**src/rtl/gpr_writeback_unit.sv**
```systemverilog
// Post-decode result tracker: shifts results through POST_DEC_LD stages, commits into the GPR file,
// and drives per-stage forwarding to decode. Define FWD_SCOREBOARD_EN to add the `hazard` stall output.
module gpr_writeback_unit #(
    parameter int POST_DEC_LD = 3,
    parameter int REG_W       = 64,
    parameter int REG_N       = 16,
    parameter int IDX_W       = 5,
    parameter int RIP_ADDR    = 16
) (
    input  logic                           clk,
    input  logic                           rstn,
    input  logic                           res_valid,
    input  logic [IDX_W-1:0]               res_idx,
    input  logic [REG_W-1:0]               res_val,
    input  logic                           res_pend,
    input  logic                           ld_valid,
    input  logic [$clog2(POST_DEC_LD)-1:0] ld_stage,
    input  logic [REG_W-1:0]               ld_val,
    input  logic                           flush,
    input  logic [IDX_W-1:0]               dq_d,
    input  logic [IDX_W-1:0]               dq_s,
    input  logic [IDX_W-1:0]               dq_t,
    output logic [POST_DEC_LD-1:0]         fwd_sig_d,
    output logic [POST_DEC_LD-1:0]         fwd_sig_s,
    output logic [POST_DEC_LD-1:0]         fwd_sig_t,
    output logic [REG_W-1:0]               fwd_val [POST_DEC_LD],
    output logic [REG_W-1:0]               gpr [REG_N]
`ifdef FWD_SCOREBOARD_EN
    ,
    output logic                           hazard
`endif
);
    localparam int               GPR_AW  = $clog2(REG_N);
    localparam int               LAST    = POST_DEC_LD - 1;
    localparam logic [IDX_W-1:0] RIP_IDX = IDX_W'(RIP_ADDR);

    typedef struct packed {
        logic             valid;
        logic             pend;
        logic [IDX_W-1:0] idx;
        logic [REG_W-1:0] val;
    } stage_t;

    stage_t                 stg [POST_DEC_LD];
    stage_t                 cap;
    logic [POST_DEC_LD-1:0] fill_hit;
    logic                   commit_ok;

    always_comb begin
        // NOTE: every always_comb output gets a default first so no path can infer a latch.
        cap       = '0;
        cap.valid = res_valid & ~flush & (res_idx != RIP_IDX) & (32'(res_idx) < 32'(REG_N));
        cap.idx   = res_idx;
        cap.pend  = cap.valid & res_pend;
        cap.val   = cap.valid ? res_val : '0;

        fill_hit = '0;
        for (int i = 0; i < POST_DEC_LD; i++)
            fill_hit[i] = ld_valid & (32'(ld_stage) == 32'(i)) & stg[i].valid & stg[i].pend;

        commit_ok = stg[LAST].valid & ~stg[LAST].pend;
    end

    // Pending entries never forward; RIP never matches even if an index happens to alias.
    always_comb begin
        fwd_sig_d = '0;
        fwd_sig_s = '0;
        fwd_sig_t = '0;
        for (int i = 0; i < POST_DEC_LD; i++) begin
            fwd_val[i]   = stg[i].val;
            fwd_sig_d[i] = stg[i].valid & ~stg[i].pend & (stg[i].idx == dq_d) & (dq_d != RIP_IDX);
            fwd_sig_s[i] = stg[i].valid & ~stg[i].pend & (stg[i].idx == dq_s) & (dq_s != RIP_IDX);
            fwd_sig_t[i] = stg[i].valid & ~stg[i].pend & (stg[i].idx == dq_t) & (dq_t != RIP_IDX);
        end
    end

`ifdef FWD_SCOREBOARD_EN
    always_comb begin
        hazard = 1'b0;
        for (int i = 0; i < POST_DEC_LD; i++)
            if (stg[i].valid & stg[i].pend &
                ((stg[i].idx == dq_d) | (stg[i].idx == dq_s) | (stg[i].idx == dq_t)))
                hazard = 1'b1;
    end
`endif

    always_ff @(posedge clk or negedge rstn) begin
        if (!rstn) begin
            // NOTE: the register file is architectural state that must read 0 after reset, so it is reset explicitly.
            for (int i = 0; i < POST_DEC_LD; i++) stg[i] <= '0;
            for (int r = 0; r < REG_N; r++)       gpr[r] <= '0;
        end else begin
            // NOTE: non-blocking assignments let every stage read its predecessor's pre-edge value.
            stg[0] <= cap;
            for (int i = 1; i < POST_DEC_LD; i++) begin
                stg[i] <= stg[i-1];
                if (fill_hit[i-1]) begin
                    stg[i].val  <= ld_val;
                    stg[i].pend <= 1'b0;
                end
            end
            // A fill landing on the oldest stage commits straight into the register file.
            if (commit_ok)
                gpr[stg[LAST].idx[GPR_AW-1:0]] <= stg[LAST].val;
            else if (fill_hit[LAST])
                gpr[stg[LAST].idx[GPR_AW-1:0]] <= ld_val;
        end
    end

    wb_pend_at_commit: assert property (@(posedge clk) disable iff (!rstn)
        !(stg[LAST].valid && stg[LAST].pend && !fill_hit[LAST]))
        else $error("wb_pend_at_commit: pending result dropped at commit, idx %0d", stg[LAST].idx);

endmodule

```
**config.mk**
```make
export PLATFORM = sky130hd
export DESIGN_NAME = gpr_writeback_unit
export DESIGN_NICKNAME = d
export VERILOG_FILES = /design/src/rtl/gpr_writeback_unit.sv
export SDC_FILE = /design/constraint.sdc
export NUM_CORES = 2
export LEC_CHECK = 0
export BUFFER_PORTS_ARGS = -buffer_cell sky130_fd_sc_hd__buf_2
export CAP_MARGIN = 20
export CORE_AREA = 2 2 534 536
export DETAILED_ROUTE_END_ITERATION = 8
export DIE_AREA = 0 0 536 538
export GPL_TIMING_DRIVEN = 1
export PLACE_DENSITY = 0.43
export SETUP_SLACK_MARGIN = 0.1
export SYNTH_ARGS = -nofsm -noshare
export SYNTH_HDL_FRONTEND = slang
export SYNTH_SLANG_ARGS = --single-unit
```
**constraint.sdc**
```tcl
create_clock -name clk -period 5.7 [get_ports clk]
set_input_delay 1.14 -clock clk [delete_from_list [all_inputs] [get_ports clk]]
set_output_delay 1.14 -clock clk [all_outputs]
set_load 0.005 [all_outputs]
```
==> flow_metrics.tcl <==
set metrics [dict create \
    syn_inst 3025 \
    finalSetupViolCount 0 \
    post_cts_buffers 0 \
    port_buffers 1380 \
    antenna_found_initial 51 \
    grt_use_total_pct 14.4 \
    cp_top_family "simple AND/OR/NAND/NOR gates" \
    setup_tns_ns 0 \
    grt-busiest-layer "met2" \
    yosysSeqAreaShare_pct 63.8 \
    final-instance-count-excl-fill 8122 \
    routed_wl_um 217000 \
    drv_slew 0 \
    p_leak_nw 28.7 \
    clock_skew_ns 0.0418 \
    worst_path_largest_cell_delay_ns 0.69 \
    syn_nets 3181 \
    vias 30600 \
    htree_levels 4 \
    required_ns 4.56 \
    core-area_um2 283000 \
    status "finished, final reports clean" \
    use_met2_pct 23.0 \
    worstMarginPinSlew_ns 1.09 \
    numCtsBuffers 154 \
    grt_max_degree 145 \
    place_congestion 0.843 \
    critical_path_class "reg2out" \
    grt_pass1_vias 32000 \
    drtIter0Drc 1276 \
    insertion_delay_ns 0.81 \
    relSlewSlack_pct 27.4 \
    die_w_um 536 \
    clock.fmax_mhz 238 \
    crit_buf_inv 1 \
    max_cap_violations 0 \
    grtUsageMet1_pct 17.7 \
    worstPathArrival_ns 3.07 \
    dieArea_um2 288000 \
    std_cell_rows 196 \
    crit_path_end_kind "primary output" \
    grt_pass1_wl_um 289000 \
    synthDistinctLibCells 29 \
    drt-vias-per-instance 3.77 \
    dp.cells 7838 \
    hp-class "in2async" \
    clkSinkCount 1237 \
    path_cells "nand2b_2 -> a221o_1 -> nor4_1 -> buf_2" \
    path_clk_slew_ns 0.06 \
    ioPinCount 1381 \
    grt_setup_unrepaired "no" \
    layout-drive-gt1-share_pct 66.5 \
    final_antenna_net_count 0 \
    firstDrtPassIters 7 \
    root_buffer "clkbuf_16" \
    drc 0 \
    dp_hpwl_um 156000 \
    power.density_nw_per_um2 393 \
    cts_resized 0 \
    timing.final.crit_share_pct 73.8 \
    syn-cell-area_um2 48500 \
    hold_viol 0 \
    ys_ff_latch 1237 \
    post_synth.cell_area_avg_um2 16.0 \
    use_met3_pct 5.56 \
    ctsHoldBuffers 0 \
    post_drt_wl_per_cell_um 26.7 \
    area_growth_pct 31.3 \
    start_util_pct 17.1 \
    period_minus_slack_ns 4.21 \
    cts_tree "built" \
    vdd_drop_max_mv 0.249 \
    gr-total-overflow 0 \
    die_height_um 538 \
    cp_slowest_cell "nand2b_2" \
    cp-start-kind "flip-flop" \
    path_max_fanout 19 \
    cts_buffer_depth 4 \
    yosys_warnings 0 \
    fin_nets 4388 \
]
==> registers in the layout (all words and copies together), names as in the netlist <==
signal / flops
stg: 21
fwd_val: 192
gpr: 1024
==> area by class of cell <==
cell class	count	area, um2
clock buffer	215	4430
timing repair buffer	1442	7620
fill	30400	220000
sequential	1237	31000
clock inverter	60	776
multi-input combinational	1387	15100
antenna	9	22.5
tap	3762	4710
inverter	10	37.5
==> cells in the mapped netlist <==
cell,count,area share [%]
buf_2,97,1.0
nand4_1,4,0.052
a221o_1,4,0.083
clkbuf_1,87,0.67
nand2_1,11,0.085
nor2b_1,5,0.065
and3_1,1,0.013
a31oi_1,1,0.013
mux2_1,32,0.74
nor4_1,9,0.12
or2_0,1,0.013
o221ai_1,8,0.14
a211oi_4,10,0.41
a211oi_2,2,0.052
nand2b_1,5,0.065
buf_6,11,0.26
xnor2_1,30,0.54
xor2_1,3,0.054
nor4bb_1,1,0.021
buf_1,1,0.0077
buf_4,195,3.0
dfrtp_1,1237,64
mux2_2,1184,27
and2_1,67,0.86
nor3_1,3,0.031
nand4b_1,1,0.018
a2111oi_4,4,0.23
inv_1,10,0.077
nor3b_1,1,0.015
==> path summary, 6_finish.rpt <==
path                                         end                from  depth (start not counted)  slack (ns)
min reg2reg                   stg[141]$_DFF_PN0_  stg[212]$_DFF_PN0_                          0        0.44
min                         gpr[204]$_DFFE_PN0P_                rstn                          1        0.40
min in group clk              stg[141]$_DFF_PN0_  stg[212]$_DFF_PN0_                          0        0.44
max in group asynchronous  fwd_val[33]$_DFF_PN0_                rstn                          2        3.81
max reg2reg                 gpr[335]$_DFFE_PN0P_   stg[65]$_DFF_PN0_                          4        2.60
max                                 fwd_sig_t[2]   stg[69]$_DFF_PN0_                          4        1.49
==> layer usage <==
layer	vias up	share of wire (%)
met5	-	0.016
met2	1402	45
met3	321	9.7
li1	12800	-
met1	16100	41
met4	6	3.5
==> through the flow <==
step / hold slack [ns] / setup slack, ns / util, % / total power, mW / area (um2)
6_report: 0.400 / 1.49 / 22.5 / 25.0 / 63700
5_1_grt: 0.378 / 1.40 / 22.5 / 26.2 / 63700
4_1_cts: 0.357 / 1.42 / 22.5 / 25.5 / 63700
3_5_place_dp: 0.427 / 1.83 / 20.6 / 15.1 / 58500
3_3_place_gp: 0.441 / 1.79 / 20.6 / 15.0 / 58500
2_1_floorplan: 0.359 / 2.76 / - / 12.4 / 48500
==> power breakdown <==
group | switching [mW] | leakage [nW] | internal, mW | total [mW]
sequential | 0.698 | 14.9 | 10.1 | 10.8
combinational | 2.07 | 11.3 | 1.95 | 4.02
clock | 4.18 | 2.54 | 5.98 | 10.2
==> cell families (layout without fill, tap and decap cells) <==
group / after synthesis / count (layout) / synth area share (%)
buffers and inverters: 401 / 1727 / 5.03
other: 0 / 9 / 0
xor gates and xnor gates: 33 / 33 / 0.596
muxes: 1216 / 1216 / 28.2
and+or+nand+nor: 109 / 109 / 1.36
DFF: 1237 / 1237 / 63.8
AOI/OAI and AO/OA: 29 / 29 / 0.932
==> cell usage in the layout, fill, tap and decap left out, types with 4 or more instances in the layout <==
cell	count
buf_2	1379
xnor2_1	30
o221ai_1	8
clkinv_2	22
mux2_1	32
a2111oi_4	4
buf_12	20
buf_4	43
nor4_1	9
a211oi_4	12
a221o_1	4
and2_1	67
clkbuf_8	30
nor2b_1	4
dfrtp_1	1237
bufinv_16	11
diode_2	9
clkbuf_16	156
inv_1	10
inv_6	8
nand2b_1	4
nand4_1	4
nand2_1	10
clkinvlp_4	8
mux2_2	1184
clkbuf_1	29
No activity file was read; power rests on OpenSTA's default activity.
